$ cat config.mk
export PLATFORM = sky130hd
export DESIGN_NAME = clkgen_sched
export DESIGN_NICKNAME = d
export VERILOG_FILES = /design/src/rtl/clkgen_pkg.sv /design/src/rtl/clkgen_cfg_shadow.sv /design/src/rtl/clkgen_sched.sv
export SDC_FILE = /design/constraint.sdc
export NUM_CORES = 1
export LEC_CHECK = 0
export BUFFER_PORTS_ARGS = -buffer_cell sky130_fd_sc_hd__buf_2
export CORE_ASPECT_RATIO = 0.75
export CORE_MARGIN = 2
export CORE_UTILIZATION = 60
export DETAILED_ROUTE_END_ITERATION = 10
export PLACE_DENSITY_LB_ADDON = 0.25
export SYNTH_ARGS = -nofsm -noshare
export SYNTH_HDL_FRONTEND = slang
export SYNTH_HIERARCHICAL = 1
export SYNTH_SLANG_ARGS = --single-unit
$ cat constraint.sdc
create_clock -name clk -period 4.5 [get_ports clk]
set_clock_uncertainty 0.2 [all_clocks]
set_input_delay 0.675 -clock clk [delete_from_list [all_inputs] [get_ports clk]]
set_output_delay 0.675 -clock clk [all_outputs]
set_load 0.005 [all_outputs]
$ cat src/rtl/clkgen_pkg.sv
// Shared types for the programmable clock/pulse scheduler.
// Holds the FSM state encoding, the config record and its legality rule.
package clkgen_pkg;

  localparam int CLKGEN_W = 16;

  typedef enum logic [1:0] {
    IDLE  = 2'd0,
    PHASE = 2'd1,
    RUN   = 2'd2
  } clkgen_state_e;

  typedef struct packed {
    logic [CLKGEN_W-1:0] period;
    logic [CLKGEN_W-1:0] high;
    logic [CLKGEN_W-1:0] phase;
  } clkgen_cfg_t;

  function automatic logic cfg_legal(clkgen_cfg_t c);
    return (c.period != '0) && (c.high <= c.period);
  endfunction

endpackage

$ cat src/rtl/clkgen_cfg_shadow.sv
// Config intake: valid/ready handshake, legality check, one-deep shadow, active config.
// Accept/err register one cycle after the offer; ready stays low while the shadow waits to commit.
module clkgen_cfg_shadow
  import clkgen_pkg::*;
#(
  parameter int DEF_PERIOD = 10,
  parameter int DEF_HIGH   = 1,
  parameter int DEF_PHASE  = 2
) (
  input  logic                clk,
  input  logic                rst_n,
  input  logic                i_cfg_vld,
  output logic                o_cfg_rdy,
  input  logic [CLKGEN_W-1:0] i_cfg_period,
  input  logic [CLKGEN_W-1:0] i_cfg_high,
  input  logic [CLKGEN_W-1:0] i_cfg_phase,
  output logic                o_cfg_err,
  input  logic                i_commit_ok,
  output logic [CLKGEN_W-1:0] o_act_period,
  output logic [CLKGEN_W-1:0] o_act_high,
  output logic [CLKGEN_W-1:0] o_nxt_period,
  output logic [CLKGEN_W-1:0] o_nxt_high,
  output logic [CLKGEN_W-1:0] o_nxt_phase
);

  clkgen_cfg_t w_in;
  clkgen_cfg_t w_next;
  clkgen_cfg_t r_active;
  clkgen_cfg_t r_shadow;
  logic        r_full;
  logic        r_err;
  logic        w_accept;
  logic        w_legal;
  logic        w_commit;

  assign w_in     = '{period: i_cfg_period, high: i_cfg_high, phase: i_cfg_phase};
  assign w_legal  = cfg_legal(w_in);
  assign w_accept = i_cfg_vld && !r_full;
  assign w_commit = i_commit_ok && r_full;
  // The FSM loads its next period from here, so a commit edge already sees the new values.
  assign w_next   = w_commit ? r_shadow : r_active;

  always_ff @(posedge clk) begin
    if (!rst_n) begin
      r_active <= '{period: CLKGEN_W'(DEF_PERIOD),
                    high:   CLKGEN_W'(DEF_HIGH),
                    phase:  CLKGEN_W'(DEF_PHASE)};
      r_shadow <= '0;
      r_full   <= 1'b0;
      r_err    <= 1'b0;
    end else begin
      r_err <= w_accept && !w_legal;
      if (w_commit) begin
        r_active <= r_shadow;
        r_full   <= 1'b0;
      end else if (w_accept && w_legal) begin
        r_shadow <= w_in;
        r_full   <= 1'b1;
      end
    end
  end

  assign o_cfg_rdy    = !r_full;
  assign o_cfg_err    = r_err;
  assign o_act_period = r_active.period;
  assign o_act_high   = r_active.high;
  assign o_nxt_period = w_next.period;
  assign o_nxt_high   = w_next.high;
  assign o_nxt_phase  = w_next.phase;

endmodule

$ cat src/rtl/clkgen_sched.sv
// Programmable clock/pulse generator: phase delay, then periods of high/low time from clk.
// First period starts phase cycles after en is sampled; config commits only at period boundaries or in IDLE.
module clkgen_sched
  import clkgen_pkg::*;
#(
  parameter int W          = CLKGEN_W,
  parameter int DEF_PERIOD = 10,
  parameter int DEF_HIGH   = 1,
  parameter int DEF_PHASE  = 2
) (
  input  logic         clk,
  input  logic         rst_n,
  input  logic         en,
  input  logic         cfg_valid,
  output logic         cfg_ready,
  input  logic [W-1:0] cfg_period,
  input  logic [W-1:0] cfg_high,
  input  logic [W-1:0] cfg_phase,
  output logic         cfg_err,
  output logic         clk_out,
  output logic         period_start,
  output logic         busy
);

  clkgen_state_e       r_state;
  logic [CLKGEN_W-1:0] r_cnt;
  logic                r_clk_out;
  logic                r_period_start;
  logic [CLKGEN_W-1:0] w_cnt_dec;
  logic [CLKGEN_W-1:0] w_low_from;
  logic [CLKGEN_W-1:0] w_act_period;
  logic [CLKGEN_W-1:0] w_act_high;
  logic [CLKGEN_W-1:0] w_nxt_period;
  logic [CLKGEN_W-1:0] w_nxt_high;
  logic [CLKGEN_W-1:0] w_nxt_phase;
  logic                w_last;
  logic                w_start;

  clkgen_cfg_shadow #(
    .DEF_PERIOD (DEF_PERIOD),
    .DEF_HIGH   (DEF_HIGH),
    .DEF_PHASE  (DEF_PHASE)
  ) u_shadow (
    .clk          (clk),
    .rst_n        (rst_n),
    .i_cfg_vld    (cfg_valid),
    .o_cfg_rdy    (cfg_ready),
    .i_cfg_period (cfg_period),
    .i_cfg_high   (cfg_high),
    .i_cfg_phase  (cfg_phase),
    .o_cfg_err    (cfg_err),
    .i_commit_ok  ((r_state == IDLE) || w_last),
    .o_act_period (w_act_period),
    .o_act_high   (w_act_high),
    .o_nxt_period (w_nxt_period),
    .o_nxt_high   (w_nxt_high),
    .o_nxt_phase  (w_nxt_phase)
  );

  // cnt counts down to 0 across a period; 0 marks the last cycle.
  assign w_last     = (r_state == RUN) && (r_cnt == '0);
  assign w_start    = en && (((r_state == IDLE) && (w_nxt_phase == '0)) ||
                             ((r_state == PHASE) && (r_cnt == CLKGEN_W'(1))) ||
                             w_last);
  assign w_cnt_dec  = r_cnt - CLKGEN_W'(1);
  // Position < high is equivalent to remaining count >= period - high.
  assign w_low_from = w_act_period - w_act_high;

  always_ff @(posedge clk) begin
    if (!rst_n) begin
      r_state        <= IDLE;
      r_cnt          <= '0;
      r_clk_out      <= 1'b0;
      r_period_start <= 1'b0;
    end else begin
      r_period_start <= 1'b0;
      r_clk_out      <= 1'b0;
      if (w_start) begin
        r_state        <= RUN;
        r_cnt          <= w_nxt_period - CLKGEN_W'(1);
        r_period_start <= 1'b1;
        r_clk_out      <= (w_nxt_high != '0);
      end else begin
        case (r_state)
          IDLE: begin
            if (en) begin
              r_state <= PHASE;
              r_cnt   <= w_nxt_phase;
            end
          end
          PHASE: begin
            if (!en) r_state <= IDLE;
            else     r_cnt   <= w_cnt_dec;
          end
          RUN: begin
            if (w_last) begin
              r_state <= IDLE;
            end else begin
              r_cnt     <= w_cnt_dec;
              r_clk_out <= (w_cnt_dec >= w_low_from);
            end
          end
          default: r_state <= IDLE;
        endcase
      end
    end
  end

  assign clk_out      = r_clk_out;
  assign period_start = r_period_start;
  assign busy         = (r_state != IDLE);

endmodule
## Word level (Yosys, flattened, before mapping)

Index checks and enable logic that the tools add are counted.

| word-level totals | value |
|---|---|
| output and inout bits | 5 |
| register bits after elaboration | 118 |
| word-level logic and storage cells | 73 |

| operators by class | value |
|---|---|
| eq/ne operators | 11 |
| bitwise operators | 2 |
| $add $sub $neg | 3 |
| order comparisons | 2 |
| reductions and logical operators | 27 |
| multiplexer cells | 15 |

Operator list:

| cell | number |
|---|---|
| two-way mux 16 bit | 4 |
| two-way mux 48 bit | 1 |
| one-hot mux 16 bit (3 select lines) | 1 |
| logical NOT 16 bit | 2 |
| nonzero test 16 bit | 2 |
| subtractor 16 x 1 -> 16 bit (second input constant) | 2 |
| == test 16 x 1 -> 1 bit (second input constant) | 1 |
| greater-or-equal comparator 16 bit | 1 |
| <= comparator 16 bit | 1 |
| subtractor 16 bit | 1 |
| inequality test 3 bit (second input constant) | 5 |
| logical AND 1 bit | 9 |
| two-way mux 2 bit | 4 |
| inequality test 2 bit (second input constant) | 3 |
| one-hot mux 2 bit (3 select lines) | 1 |
| AND reduction 3 bit | 2 |
| two-way mux 1 bit | 4 |
| AND reduction 4 bit | 1 |
| nonzero test 4 bit | 1 |
| OR reduction 2 bit | 2 |
| logical OR 1 bit | 3 |
| == test 2 x 1 -> 1 bit (second input constant) | 1 |
| == test 2 bit (second input constant) | 1 |
| logical NOT 1 bit | 2 |
| other kinds (4) | 5 |

## Logic depth before layout (Yosys ltp)

| depth | value |
|---|---|
| depth in word-level cells | 12 |
| depth in mapped cells | 18 |
| gate-level depth less buffers | 17 |

## Hierarchy

The synthesis kept the hierarchy.

Modules (own cells, without submodules):

| module | area an instance (µm²) | sequential area each (µm²) | cells an instance | instances |
|---|---|---|---|---|
| clkgen_cfg_shadow | 4515.6 | 1961.9 | 467 | 1 |
| clkgen_sched | 2815.2 | 400.4 | 372 | 1 |

## Worst setup path after synthesis

Ideal clock, no wire load.

| path | value |
|---|---|
| path kind | flip-flop to flip-flop |
| start | register r_cnt[4] |
| end | register r_cnt[15] |
| library setup time | 70 ps |
| arrival time | 3786 ps |
| cell stages (with the launch flop) | 16 |
| slack | 444 ps |
| cell sequence | dfxtp_1 > nor4_4 > and4_1 > and3_4 > or2_2 > nand2_1 > clkbuf_1 > clkbuf_1 > mux2_1 > or3_1 > or4_1 > nor3_1 > xor2_1 > nand2_1 > o21a_1 > a21oi_1 |

| between the ends | value |
|---|---|
| elaborated cells on any way between the ends | 24 |

RTL lines:

| element | line | source |
|---|---|---|
| start, declared | clkgen_sched.sv:26 | `logic [CLKGEN_W-1:0] r_cnt;` |
| start signal, assigned | clkgen_sched.sv:80 | `r_cnt <= w_nxt_period - CLKGEN_W'(1);` |
| start signal, assigned | clkgen_sched.sv:88 | `r_cnt <= w_nxt_phase;` |
| start signal, assigned | clkgen_sched.sv:93 | `else r_cnt <= w_cnt_dec;` |
| logical NOT 16 bit | clkgen_sched.sv:61 | `assign w_last = (r_state == RUN) && (r_cnt == '0);` |
| logical AND 1 bit | clkgen_sched.sv:61 |  |
| logical OR 1 bit | clkgen_sched.sv:52 | `.i_commit_ok ((r_state == IDLE) \|\| w_last),` |
| logical AND 1 bit | clkgen_cfg_shadow.sv:39 | `assign w_commit = i_commit_ok && r_full;` |
| two-way mux 48 bit | clkgen_cfg_shadow.sv:41 | `assign w_next = w_commit ? r_shadow : r_active;` |
| named net w_nxt_period[8] | clkgen_sched.sv:33 | `logic [CLKGEN_W-1:0] w_nxt_period;` |
| subtractor 16 x 1 -> 16 bit | clkgen_sched.sv:80 |  |
| two-way mux 16 bit | clkgen_sched.sv:78 | `if (w_start) begin` |

The timed path passes the listed nets, and every way through them passes these cells. The select of a mux whose other input is x is not followed.
A chain may end at the register's enable or synchronous reset.

## Worst setup path in the final report

| path | value |
|---|---|
| start | register r_cnt[4] |
| end | register r_cnt[4] |

| between the ends | value |
|---|---|
| word-level cells in the longest chain between the ends | 12 |
| elaborated cells on any way between the ends | 24 |

Ends and longest elaborated chain:

| element | line | source |
|---|---|---|
| logical NOT 16 bit * | clkgen_sched.sv:61 |  |
| logical AND 1 bit * | clkgen_sched.sv:61 |  |
| logical OR 1 bit * | clkgen_sched.sv:52 |  |
| logical AND 1 bit * | clkgen_cfg_shadow.sv:39 |  |
| two-way mux 48 bit * | clkgen_cfg_shadow.sv:41 |  |
| named net w_nxt_phase[1] | clkgen_sched.sv:35 | `logic [CLKGEN_W-1:0] w_nxt_phase;` |
| logical NOT 16 bit * | clkgen_sched.sv:62 | `assign w_start = en && (((r_state == IDLE) && (w_nxt_phase == '0)) \|\|` |
| logical AND 1 bit * | clkgen_sched.sv:62 |  |
| logical OR 1 bit * | clkgen_sched.sv:62 |  |
| logical OR 1 bit * | clkgen_sched.sv:63 | `((r_state == PHASE) && (r_cnt == CLKGEN_W'(1))) \|\|` |
| logical AND 1 bit * | clkgen_sched.sv:62 |  |
| inequality test 3 bit (no line) or nonzero test 4 bit (tied branches) | n/a |  |
| AND reduction 4 bit (no line) | n/a |  |

The timed path passes the listed nets; every way through them passes the cells marked *. The select of a mux whose other input is x is not followed.

==> impl_table.tex <==
\begin{tabular}{lr}
\hline
Metric & Value \\
\hline
\multicolumn{2}{l}{\textbf{Final layout}} \\
\quad Layout-stage area growth over the synthesis result & 9.59\% \\
\quad Share of final-layout standard cells stronger than drive strength 1 & 13.4\% \\
\quad Util after Layout & 68.4\% \\
\quad Area taken by flip-flops and latches & 0.00236 mm² \\
\quad Most common library cell in the layout ignoring fill and taps & sky130\_fd\_sc\_hd\_\_nand2\_1 \\
\quad Count of filler cells inserted in the layout & 987 \\
\quad Most frequent cells in the layout & sky130\_fd\_sc\_hd\_\_nand2\_1, sky130\_fd\_sc\_hd\_\_dfxtp\_1, sky130\_fd\_sc\_hd\_\_mux2i\_1 \\
\quad Cell Count, Final, Fillers Out & 1029 \\
\quad Final instance area & 0.00803 mm² \\
\quad Multi-input logic area & 0.00435 mm² \\
\quad Total Nets Final & 961 \\
\quad Diodes inserted & 0 \\
\multicolumn{2}{l}{\textbf{Power}} \\
\quad Power density over the cells & 526 mW/mm² \\
\quad Power share of the combinational group & 39.8\% \\
\quad Cell Int Power & 2.65 mW \\
\quad Clock share of power & 30.5\% \\
\quad Switching Fraction & 37.3\% \\
\quad Worst VDD drop & 0.380 mV \\
\quad Seq pwr share & 29.7\% \\
\quad Leakage power figure & 3.58 nW \\
\quad Power dissipated by switching net loads & 1.58 mW \\
\quad Power, Total & 4.23 mW \\
\multicolumn{2}{l}{\textbf{Timing}} \\
\quad Final clock period utilization by the worst path & 92.4\% \\
\quad RSZ-0062 raised after global routing & no \\
\quad Shortest clock period the worst path allows after layout & 4.16 ns \\
\quad Max-slew violations & 0 \\
\quad Actual slew at the worst max-slew pin & 0.921 ns \\
\quad F\_max & 241 MHz \\
\quad Final Hold Violating Endpoints & 0 \\
\quad Worst relative slew slack & 38.6\% \\
\quad Setup TNS & 0 ns \\
\quad Number of failing setup endpoints in the final timing report & 0 \\
\quad Final worst slack & 0.343 ns \\
\quad Worst hold slack & 0.260 ns \\
\multicolumn{2}{l}{\textbf{Clock tree}} \\
\quad Clock insertion delay at the later pin of the skew report & 0.42 ns \\
\quad Setup bufs post-CTS & 0 \\
\quad CTS tree & yes \\
\quad Clock transition at the registers of the reported paths & 0.06 ns \\
\quad Number of gates resized after cts & 0 \\
\quad H-tree depth & 4 \\
\quad Clock Tree Root & sky130\_fd\_sc\_hd\_\_clkbuf\_16 \\
\quad Quantity of hold-fixing buffers added after cts & 0 \\
\quad CTS Sinks & 118 \\
\quad TritonCTS buffer count & 17 \\
\quad CTS Buffer Depth & 2 \\
\multicolumn{2}{l}{\textbf{Worst setup path}} \\
\quad Startpoint-to-endpoint class of the critical path & flop to flop \\
\quad Kind of start point of the critical path & flop \\
\quad WP data arrival & 4.21 ns \\
\quad Crit path max fanout & 24 \\
\quad Element type at the critical path end & flop \\
\quad Worst endpoint required time & 4.55 ns \\
\multicolumn{2}{l}{\textbf{Floorplan}} \\
\quad Die X-Extent & 132 µm \\
\quad Initial standard-cell utilization of the core & 62.4\% \\
\quad Site row count & 34 \\
\quad Number of primary I/O pins & 57 \\
\quad Die footprint & 0.0131 mm² \\
\quad Area of the core & 0.0117 mm² \\
\quad Overall die height & 99.7 µm \\
\multicolumn{2}{l}{\textbf{Yosys}} \\
\quad Gate count after technology mapping & 839 \\
\quad FFs w/ async S/R, synth & 0\% \\
\quad Mapped Avg Cell Area & 8.74 µm² \\
\quad Number of flip-flops and latches in the synthesized netlist & 118 \\
\quad Cells taking the most area after synthesis & sky130\_fd\_sc\_hd\_\_dfxtp\_1, sky130\_fd\_sc\_hd\_\_ha\_1, sky130\_fd\_sc\_hd\_\_mux2i\_1 \\
\quad Number of enable flip-flop cells after synthesis & 0 \\
\quad Syn\_nets & 946 \\
\quad Proportion of synthesized chip area in sequential cells & 32.2\% \\
\quad Ys Warns & 6 \\
\quad Cell taking the most area after synthesis & sky130\_fd\_sc\_hd\_\_dfxtp\_1 \\
\quad Fraction of post-synthesis cell area in the top cell type by area & 32.2\% \\
\quad Count of different cell masters after synthesis & 54 \\
\quad Post-synth design cell area & 0.00733 mm² \\
\quad Primary flip-flop cell chosen by synthesis mapping & sky130\_fd\_sc\_hd\_\_dfxtp\_1 \\
\multicolumn{2}{l}{\textbf{Global route}} \\
\quad Total global routing overflow & 0 \\
\quad First-pass GRT wire length & 28.8 mm \\
\quad Total GRT Usage & 27.8\% \\
\quad Number of global-route vias before repair & 5636 \\
\quad Maximum number of pins on one net before global-route repair & 73 \\
\quad Antenna violations before repair & 0 \\
\multicolumn{2}{l}{\textbf{Detailed routing}} \\
\quad Vias & 5734 \\
\quad ANT nets after route & 0 \\
\quad Router iterations before antenna repair & 5 \\
\quad Wirelength per Cell & 16.9 µm \\
\quad Via density & 5.57 \\
\quad Wire length reported by the detailed router & 17.4 mm \\
\quad Number of remaining DRC errors & 0 \\
\quad Count of routing violations after the opening detailed-route iteration & 376 \\
\multicolumn{2}{l}{\textbf{Placement}} \\
\quad Total half-perimeter wirelength after legalization and detailed placement & 12.9 mm \\
\quad Number of cells in the design after placement & 997 \\
\quad Placed inst area & 0.00746 mm² \\
\quad Number of port buffers & 56 \\
\quad Post-Place Setup Slack & 0.186 ns \\
\quad Final weighted congestion in routability-driven placement & 0.930 \\
\multicolumn{2}{l}{\textbf{Flow run}} \\
\quad Max-cap violations & 0 \\
\multicolumn{2}{l}{\textbf{Outcome}} \\
\quad Status & finished, final reports clean \\
\multicolumn{2}{l}{\textbf{Min path}} \\
\quad Hold/Removal Path Class & flop to flop \\
\hline
\end{tabular}
-- Yosys cell counts (7+ instances only) --
cell type	n
sky130_fd_sc_hd__dfxtp_1	118
sky130_fd_sc_hd__xnor2_1	23
sky130_fd_sc_hd__clkbuf_1	25
sky130_fd_sc_hd__o21a_1	10
sky130_fd_sc_hd__buf_4	37
sky130_fd_sc_hd__nor4_1	15
sky130_fd_sc_hd__a21oi_1	40
sky130_fd_sc_hd__mux2i_1	61
sky130_fd_sc_hd__o21ai_0	25
sky130_fd_sc_hd__ha_1	54
sky130_fd_sc_hd__nand4_1	7
sky130_fd_sc_hd__nor3_1	18
sky130_fd_sc_hd__nand2_1	128
sky130_fd_sc_hd__nand2b_1	7
sky130_fd_sc_hd__nand3_1	8
sky130_fd_sc_hd__a21o_1	7
sky130_fd_sc_hd__mux2_1	45
sky130_fd_sc_hd__nor2_1	33
sky130_fd_sc_hd__and2_1	46
sky130_fd_sc_hd__inv_1	49
sky130_fd_sc_hd__xor2_1	19
sky130_fd_sc_hd__mux2_2	7
-- registers in the layout, indices dropped and copies added, names as in the netlist --
signal                 flops
u_shadow/r_shadow         48
r_cnt                     16
u_shadow/o_act_high       16
u_shadow/o_act_period     16
u_shadow/r_active         16
r_state                    2
clk_out                    1
period_start               1
u_shadow/o_cfg_err         1
u_shadow/r_full            1
-- cell type report --
cell class                 count  area share, %
clock buffer                  19           5.51
clock inverter                13           1.56
inverter                      49           2.29
multi-input combinational    603           54.2
sequential                   118           29.4
tap                          162           2.52
timing repair buffer          65           4.52
-- final timing paths --
check,from,endpoint,slack [ns],cells past startpoint
worst max-delay path,r_cnt[4]$_SDFFE_PN0P_,r_cnt[4]$_SDFFE_PN0P_,0.34,13
worst min register to register,u_shadow/r_shadow[2]$_SDFFE_PN0P_,u_shadow/r_shadow[2]$_SDFFE_PN0P_,0.26,2
worst min-delay path,u_shadow/r_shadow[2]$_SDFFE_PN0P_,u_shadow/r_shadow[2]$_SDFFE_PN0P_,0.26,2
worst max register to register,r_cnt[4]$_SDFFE_PN0P_,r_cnt[4]$_SDFFE_PN0P_,0.34,13
-- power by group through the flow --
stage	clock network [mW]	logic, mW	registers (mW)
6_report	1.29	1.68	1.25
5_1_grt	1.35	1.87	1.27
4_1_cts	1.30	1.66	1.25
3_5_place_dp	0	1.65	1.27
3_3_place_gp	0	1.58	1.27
2_1_floorplan	0	1.27	1.24
-- worst max-delay path: stages (launching register included) --
cell and delay [ns]:
sky130_fd_sc_hd__dfxtp_1 0.37, sky130_fd_sc_hd__nor4_4 0.41, sky130_fd_sc_hd__and4_1 0.31, sky130_fd_sc_hd__and3_4 0.21
sky130_fd_sc_hd__or2_2 0.14, sky130_fd_sc_hd__nand2_4 0.20, sky130_fd_sc_hd__mux2_1 0.42, sky130_fd_sc_hd__or4_1 0.55
sky130_fd_sc_hd__nor4_1 0.28, sky130_fd_sc_hd__o31a_1 0.36, sky130_fd_sc_hd__buf_4 0.24, sky130_fd_sc_hd__nor2_1 0.06
sky130_fd_sc_hd__a21oi_1 0.14, sky130_fd_sc_hd__a21oi_1 0.09
-- cells by family after synthesis --
family / share of synthesized area [%]
simple gates: 19.3
buf+inv: 8.48
flops: 32.2
mux: 16.3
compound gates: 9.13
fa+ha+maj: 9.49
xor+xnor: 5.02
-- per-layer routing --
| layer | vias to the layer above | track usage, % | share of wire [%] |
|---|---|---|---|
| li1 | 2869 | - | - |
| met1 | 2710 | 37.6 | 48 |
| met2 | 123 | 44.4 | 45 |
| met3 | 32 | 5.81 | 4.9 |
| met4 | 0 | 9.53 | 2.1 |
| met5 | - | 0 | 0 |
(Power assumes the default switching activity.)
